`config.mk`:
```
export PLATFORM = sky130hd
export DESIGN_NAME = mem_seq
export DESIGN_NICKNAME = d
export VERILOG_FILES = /design/src/rtl/mem_seq_pkg.sv /design/src/rtl/mem_lane.sv /design/src/rtl/mem_seq.sv
export SDC_FILE = /design/constraint.sdc
export NUM_CORES = 1
export LEC_CHECK = 0
export ABC_CLOCK_PERIOD_IN_PS = 1900
export BUFFER_PORTS_ARGS = -buffer_cell sky130_fd_sc_hd__buf_4
export CAP_MARGIN = 10
export CORE_UTILIZATION = 39
export DETAILED_ROUTE_END_ITERATION = 8
export PLACE_DENSITY = 0.7
export SLEW_MARGIN = 40
export SYNTH_ARGS = -nofsm -noshare
export SYNTH_HDL_FRONTEND = slang
export SYNTH_HIERARCHICAL = 1
export SYNTH_SLANG_ARGS = --single-unit
```
`constraint.sdc`:
```
create_clock -name clk -period 1.9 [get_ports clk]
set_clock_uncertainty 0.2 [all_clocks]
set_input_delay 0.38 -clock clk [delete_from_list [all_inputs] [get_ports clk]]
set_output_delay 0.38 -clock clk [all_outputs]
set_load 0.01 [all_outputs]
```
`src/rtl/mem_seq_pkg.sv`:
```
// Shared types and constants for the memory access sequencer.
// Covers the FSM state encoding, completion causes and byte-enable patterns.
package mem_seq_pkg;

  typedef enum logic [1:0] {
    IDLE = 2'b00,
    BUS  = 2'b01,
    FLT  = 2'b10,
    DONE = 2'b11
  } state_e;

  localparam logic [1:0] CAUSE_NONE = 2'b00;
  localparam logic [1:0] CAUSE_MISS = 2'b01;
  localparam logic [1:0] CAUSE_PROT = 2'b10;
  localparam logic [1:0] CAUSE_BUS  = 2'b11;

  localparam logic [1:0] BE_NONE = 2'b00;
  localparam logic [1:0] BE_LO   = 2'b01;
  localparam logic [1:0] BE_HI   = 2'b10;
  localparam logic [1:0] BE_WORD = 2'b11;

endpackage

```
`src/rtl/mem_lane.sv`:
```
// Combinational byte-lane steering for a 16-bit bus: byte enables, write-byte
// replication, and read-byte extraction with zero extension.
module mem_lane
  import mem_seq_pkg::*;
#(
  parameter int RV = 16
) (
  input  logic [RV-1:0]   wdata,
  input  logic            byte_acc,
  input  logic            byte_hi,
  input  logic [RV/8-1:0] rd_be,
  input  logic [RV-1:0]   bus_rdata,
  output logic [RV/8-1:0] be,
  output logic [RV-1:0]   lane_wdata,
  output logic [RV-1:0]   lane_rdata
);

  always_comb begin
    be         = BE_WORD;
    lane_wdata = wdata;
    if (byte_acc) begin
      be         = byte_hi ? BE_HI : BE_LO;
      lane_wdata = {(RV/8){wdata[7:0]}};
    end
  end

  // Read extraction keys off the enables latched for the access in flight.
  always_comb begin
    lane_rdata = bus_rdata;
    case (rd_be)
      BE_HI:   lane_rdata = {{(RV-8){1'b0}}, bus_rdata[15:8]};
      BE_LO:   lane_rdata = {{(RV-8){1'b0}}, bus_rdata[7:0]};
      default: lane_rdata = bus_rdata;
    endcase
  end

endmodule

```
`src/rtl/mem_seq.sv`:
```
// Memory access sequencer downstream of the mmu: completes faulting accesses
// directly, otherwise runs a req/ack bus handshake with a timeout.
module mem_seq
  import mem_seq_pkg::*;
#(
  parameter int RV      = 16,
  parameter int PA      = RV,
  parameter int TIMEOUT = 15
) (
  input  logic                clk,
  input  logic                reset,
  input  logic                req,
  input  logic                is_pc,
  input  logic                is_read,
  input  logic                is_write,
  input  logic                byte_acc,
  input  logic                byte_hi,
  input  logic [RV-1:0]       wdata,
  input  logic [PA-RV/16-1:0] addrp,
  input  logic                mmu_miss_fault,
  input  logic                mmu_prot_fault,
  output logic                mmu_fault,
  output logic                ack,
  output logic [RV-1:0]       rdata,
  output logic                fault,
  output logic [1:0]          fault_cause,
  output logic                bus_req,
  output logic                bus_we,
  output logic [PA-RV/16-1:0] bus_addr,
  output logic [RV/8-1:0]     bus_be,
  output logic [RV-1:0]       bus_wdata,
  input  logic                bus_ack,
  input  logic [RV-1:0]       bus_rdata
);

  localparam int CW = $clog2(TIMEOUT + 1);

  state_e                state_q, state_d;
  logic [CW-1:0]         cnt_q, cnt_d;
  logic                  mmu_fault_q, mmu_fault_d;
  logic                  ack_q, ack_d;
  logic [RV-1:0]         rdata_q, rdata_d;
  logic                  fault_q, fault_d;
  logic [1:0]            cause_q, cause_d;
  logic                  bus_req_q, bus_req_d;
  logic                  bus_we_q, bus_we_d;
  logic [PA-RV/16-1:0]   bus_addr_q, bus_addr_d;
  logic [RV/8-1:0]       bus_be_q, bus_be_d;
  logic [RV-1:0]         bus_wdata_q, bus_wdata_d;

  logic [RV/8-1:0]       lane_be;
  logic [RV-1:0]         lane_wdata;
  logic [RV-1:0]         lane_rdata;

  mem_lane #(.RV(RV)) u_lane (
    .wdata      (wdata),
    .byte_acc   (byte_acc),
    .byte_hi    (byte_hi),
    .rd_be      (bus_be_q),
    .bus_rdata  (bus_rdata),
    .be         (lane_be),
    .lane_wdata (lane_wdata),
    .lane_rdata (lane_rdata)
  );

  // Outputs are computed one cycle ahead so every port comes straight from a flop.
  always_comb begin
    state_d     = state_q;
    cnt_d       = cnt_q;
    mmu_fault_d = 1'b0;
    ack_d       = 1'b0;
    rdata_d     = '0;
    fault_d     = 1'b0;
    cause_d     = CAUSE_NONE;
    bus_req_d   = 1'b0;
    bus_we_d    = bus_we_q;
    bus_addr_d  = bus_addr_q;
    bus_be_d    = bus_be_q;
    bus_wdata_d = bus_wdata_q;

    case (state_q)
      IDLE: begin
        if (req) begin
          if (mmu_miss_fault || mmu_prot_fault) begin
            state_d     = FLT;
            mmu_fault_d = 1'b1;
            ack_d       = 1'b1;
            fault_d     = 1'b1;
            cause_d     = mmu_miss_fault ? CAUSE_MISS : CAUSE_PROT;
          end else if (!(is_pc || is_read || is_write)) begin
            state_d = DONE;
            ack_d   = 1'b1;
          end else begin
            state_d     = BUS;
            cnt_d       = '0;
            bus_req_d   = 1'b1;
            bus_we_d    = is_write & ~is_pc;
            bus_addr_d  = addrp;
            bus_be_d    = lane_be;
            bus_wdata_d = lane_wdata;
          end
        end
      end
      BUS: begin
        // An ack arriving on the last allowed cycle still wins over the timeout.
        if (bus_ack) begin
          state_d = DONE;
          ack_d   = 1'b1;
          rdata_d = bus_we_q ? '0 : lane_rdata;
        end else if (cnt_q == CW'(TIMEOUT)) begin
          state_d = DONE;
          ack_d   = 1'b1;
          fault_d = 1'b1;
          cause_d = CAUSE_BUS;
        end else begin
          bus_req_d = 1'b1;
          cnt_d     = cnt_q + CW'(1);
        end
      end
      FLT:     state_d = IDLE;
      DONE:    state_d = IDLE;
      default: state_d = IDLE;
    endcase
  end

  always_ff @(posedge clk or negedge reset) begin
    if (!reset) begin
      state_q     <= IDLE;
      cnt_q       <= '0;
      mmu_fault_q <= 1'b0;
      ack_q       <= 1'b0;
      rdata_q     <= '0;
      fault_q     <= 1'b0;
      cause_q     <= CAUSE_NONE;
      bus_req_q   <= 1'b0;
      bus_we_q    <= 1'b0;
      bus_addr_q  <= '0;
      bus_be_q    <= BE_NONE;
      bus_wdata_q <= '0;
    end else begin
      state_q     <= state_d;
      cnt_q       <= cnt_d;
      mmu_fault_q <= mmu_fault_d;
      ack_q       <= ack_d;
      rdata_q     <= rdata_d;
      fault_q     <= fault_d;
      cause_q     <= cause_d;
      bus_req_q   <= bus_req_d;
      bus_we_q    <= bus_we_d;
      bus_addr_q  <= bus_addr_d;
      bus_be_q    <= bus_be_d;
      bus_wdata_q <= bus_wdata_d;
    end
  end

  assign mmu_fault   = mmu_fault_q;
  assign ack         = ack_q;
  assign rdata       = rdata_q;
  assign fault       = fault_q;
  assign fault_cause = cause_q;
  assign bus_req     = bus_req_q;
  assign bus_we      = bus_we_q;
  assign bus_addr    = bus_addr_q;
  assign bus_be      = bus_be_q;
  assign bus_wdata   = bus_wdata_q;

endmodule

```
-- Word level (Yosys, flattened, before mapping)
Cells that the tools add are included.
- register bits: 62
- input bits: 58
- output and inout bits: 56
- logic and storage cells: 79
- add/subtract/negate cells: 1
- equality and inequality tests: 12
- multiplexer cells: 42
- bitwise gates (word level): 3
- reduce and logical (&&, ||, !) cells: 9
- operators by type and width (cell ; count):
    $mux 16 ; 4
    $pmux 16 s2 ; 1
    $mux 2 ; 12
    $mux 4 ; 5
    $mux 1 ; 14
    $ne 2x2->1 const B ; 5
    $pmux 4 s2 ; 1
    $eq 2x2->1 const B ; 3
    $pmux 1 s2 ; 3
    $pmux 2 s3 ; 1
    $reduce_and 6->1 ; 1
    $add 4x1->4 const B ; 1
    $eq 2x1->1 const B ; 2
    $eq 4x4->1 const B ; 1
    $pmux 2 s2 ; 1
    $reduce_and 4->1 ; 1
    $logic_or 1x1->1 ; 3
    $ne 3x3->1 const B ; 1
    $logic_not 2->1 ; 1
    $not 1->1 ; 2
    $reduce_and 2->1 ; 1
    $reduce_bool 2->1 ; 1
    $reduce_or 2->1 ; 1
    $and 1x1->1 ; 1

-- Depth between registers and ports, before layout
- depth after elaboration: 6
- depth in mapped cells: 7
- depth with buffers taken out: 5

-- Modules after synthesis
Netlist, hierarchy kept.
- modules (own cells, without submodules) (module ; cells each ; instances ; area an instance (um2)):
    mem_seq ; 160 ; 1 ; 2351.0
    mem_lane ; 43 ; 1 ; 356.6

-- Least setup slack after synthesis
Ideal clock, no wire load.
- path type: register to register
- start point: register state_q[1]
- end point: register bus_addr_q[11], in the netlist bus_addr[11]
- cell stages (with the launch flop): 8
- data arrival time: 1.760 ns
- clock period less this slack: 2.087 ns
- setup time: 0.127 ns
- setup slack: -0.187 ns
- buffers on the path: 4
- cell sequence: dfrtp_1 > buf_2 > or3b_1 > buf_2 > nor4_4 > buf_6 > buf_8 > mux2_1
- word-level cells in the longest chain between the ends: 2
- RTL lines (item ; line ; source):
    start, declared ; mem_seq.sv:38 ; state_e state_q, state_d;
    start signal, assigned ; mem_seq.sv:141 ; state_q <= state_d;
    $logic_not 2->1 ; mem_seq.sv:81 ; case (state_q)
    $reduce_and 4->1 (no line) ; -- ;
    end signal, assigned ; mem_seq.sv:150 ; bus_addr_q <= bus_addr_d;
    end, declared ; mem_seq.sv:47 ; logic [PA-RV/16-1:0] bus_addr_q, bus_addr_d;
Every way passes these cells.
A chain may end at the register's enable or synchronous reset.

-- Worst setup path after layout
- start point: register state_q[0]
- end point: register bus_addr_q[0], in the netlist bus_addr[0]
The elaborated chain is that of the path after synthesis.

==> out/qor.yml <==
wl_per_cell_um: 14.3
hold_class: "primary input to register"
max_freq_ghz: 0.518
slew_headroom_pct: 70.9
synth_commonest_cells: "dfrtp_1 (62), mux2_2 (37), and2_1 (16), buf_4 (10)"
antenna_found_initial: 0
grtUsageTotal_pct: 16.8
clock_path_buffers: 2
finalSetupTns_ps: -291
grt_pass1_vias: 2036
synth_top_area_share_pct: 57.3
antennaDiodeCount: 0
ys_types: 37
violations: "negative setup slack"
yosysMostFrequentCell: "dfrtp_1"
yosysWarnings: 6
grt_max_degree: 34
critPathCaptureType: "register"
finalCritPeriodShare_pct: 102
drc: 0
clk_latency_ps: 330
slowest_delay_ps: 410
power_density_nw_per_um2: 1430
initial_utilization_pct: 40.1
detailedRoute.firstPassIterationCount: 4
ant_nets: 0
r2r_slack_ps: -30
netlist_area_um2: 2710
crit_required_ps: 1920
slowest_stage: "or3b_4"
synth_ff_type: "dfrtp_1"
routed_wirelength_um: 5850
ys_seq_elements: 62
cap_violations: 0
drive_gt1_share_pct: 61.1
nets: 385
setup_violations: 20
synth_edf_count: 0
cp_max_fo: 7
hpwl_um: 3960
critPathKind: "register to register"
synth_cells: 203
cts_buffers: 9
die_h_um: 85.3
finish.utilization_pct: 59.9
hold_violations: 0
arrival_ps: 1950
ys_seq_area_share_pct: 57.3
syn_avg_cell_area_um2: 13.3
numPortBuffers: 113
async_reset_ff_share_pct: 100
p_leak_nw: 2.03
die_w_um: 85.3
clkTransAtPathRegs_ps: 80
critical_path_buf_inv_count: 2
fillers: 591
core_area_um2: 6760
die_area_um2: 7280
cp_top_family: "simple AND/OR/NAND/NOR gates"
slew_violations: 0
cts_tree: "yes"
rsz0062_at_grt: "true"
htree_levels: 3
grt_pass1_wl_um: 9400
synth_top_cell_by_area: "dfrtp_1"
finalCriticalPeriod_ps: 1930
crit_chain: "or3b_4, nor4_4, buf_6, clkbuf_16, mux2_2"
synth_nets: 264
yosys-top-cells-area: "dfrtp_1 (57%), mux2_2 (15%), and2_1 (3.7%)"
ir_worst_vdd_v: 0.000795
status: "finished with violations"
via_count: 1978
via_per_inst: 4.84
critPathLaunchType: "register"
clock-sinks: 62
gp_congestion: 0.736
gr-total-overflow: 0
setup_slack_ps: -30.7
std_cell_rows: 30
first_iter_violations: 20
io_pins: 114
area_growth_pct: 49.5
cts-root-buf: "clkbuf_8"
worstMarginPinSlew_ps: 436
## stage by stage
stage	cells	total power, mW	setup slack [ps]	hold slack (ps)	instance area, um^2
after global placement	387	4.10	-121	153	3620
after detailed placement	387	4.16	-126	156	3620
final	409	5.78	-30.7	72.5	4050
after CTS	408	5.69	-31.3	50.1	3950
after floorplan	203	3.17	-180	-116	2720
after global routing	409	6.15	-101	60.5	4050
## flip-flops by register name (all words and copies together), names as in the netlist
name and cells:
bus_we 1, bus_be 2, fault_cause 2, state_q 2, ack 1, cnt_q 4, bus_req 1, fault 1
bus_addr 15, rdata 16, mmu_fault 1, bus_wdata 16
## what timing repair did
| action | 4_1_cts | 5_1_grt |
|---|---|---|
| hold buffers | 1 | 0 |
| cloned | 1 | 1 |
| pin swaps | 0 | 0 |
| hold endpoints to repair | 32 | 0 |
| buffers inserted | 3 | 0 |
| setup endpoints to repair | 38 | 40 |
| resized for setup | 6 | 19 |
## cell usage in the layout, fill, tap and decap left out, types with 2 or more instances in the layout
master / instances
nor2_1: 5
inv_6: 2
and2_2: 8
dfrtp_1: 62
clkbuf_8: 10
and2_1: 16
mux2_4: 18
buf_4: 122
inv_1: 5
nand2_1: 3
a22o_1: 8
or3_1: 2
mux2_2: 24
o21ai_0: 7
buf_12: 2
o32ai_1: 2
bufinv_16: 3
nor3_1: 2
ha_1: 3
## routing by layer
metal  vias to the layer above  routed length (um)  track usage, %
met5                         -                   0               0
met1                       966                2480            20.1
met3                         9                 309            4.38
li1                        938                   -               -
met4                         0                  93            8.64
met2                        65                2970            28.0
## kinds of logic (layout without fill, tap and decap cells)
family	Yosys count	after routing	synth area share [%]
adders and majority gates	3	3	1.39
DFF	62	62	57.3
and+or+nand+nor	50	50	12.2
AOI/OAI and AO/OA	22	22	5.82
buffers and inverters	24	150	5.87
muxes	42	42	17.5
## final cells by class
cell class	instances	area, um^2	area share, %
inverter	5	18.8	0.464
clock buffer	10	138	3.40
clock inverter	6	116	2.87
timing repair buffer	129	1040	25.8
multi-input combinational	117	1080	26.6
tap	80	100	2.47
sequential	62	1550	38.3
## final timing paths
kind	end	start	depth (start not counted)
worst max-delay path	bus_addr[0]$_DFFE_PN0P_	state_q[0]$_DFFE_PN0P_	5
worst min-delay path	bus_addr[6]$_DFFE_PN0P_	addrp[6]	2
worst max register to register	bus_addr[0]$_DFFE_PN0P_	state_q[0]$_DFFE_PN0P_	5
worst min register to register	bus_addr[14]$_DFFE_PN0P_	bus_addr[14]$_DFFE_PN0P_	1
max in group asynchronous	rdata[15]$_DFF_PN0_	reset	3
min in group asynchronous	ack$_DFF_PN0_	reset	2
## worst reg2reg max path: stages, from the launching register on
cell	delay (ps)
dfrtp_1	380
or3b_4	410
nor4_4	150
buf_6	190
clkbuf_16	170
mux2_2	330
## report_power, final
part,total [mW],internal (mW),leakage [nW],switching [mW]
clock,1.45,0.919,0.127,0.536
sequential,2.07,1.80,0.784,0.271
combinational,2.26,1.38,1.12,0.881
No activity file was read; power rests on OpenSTA's default activity.
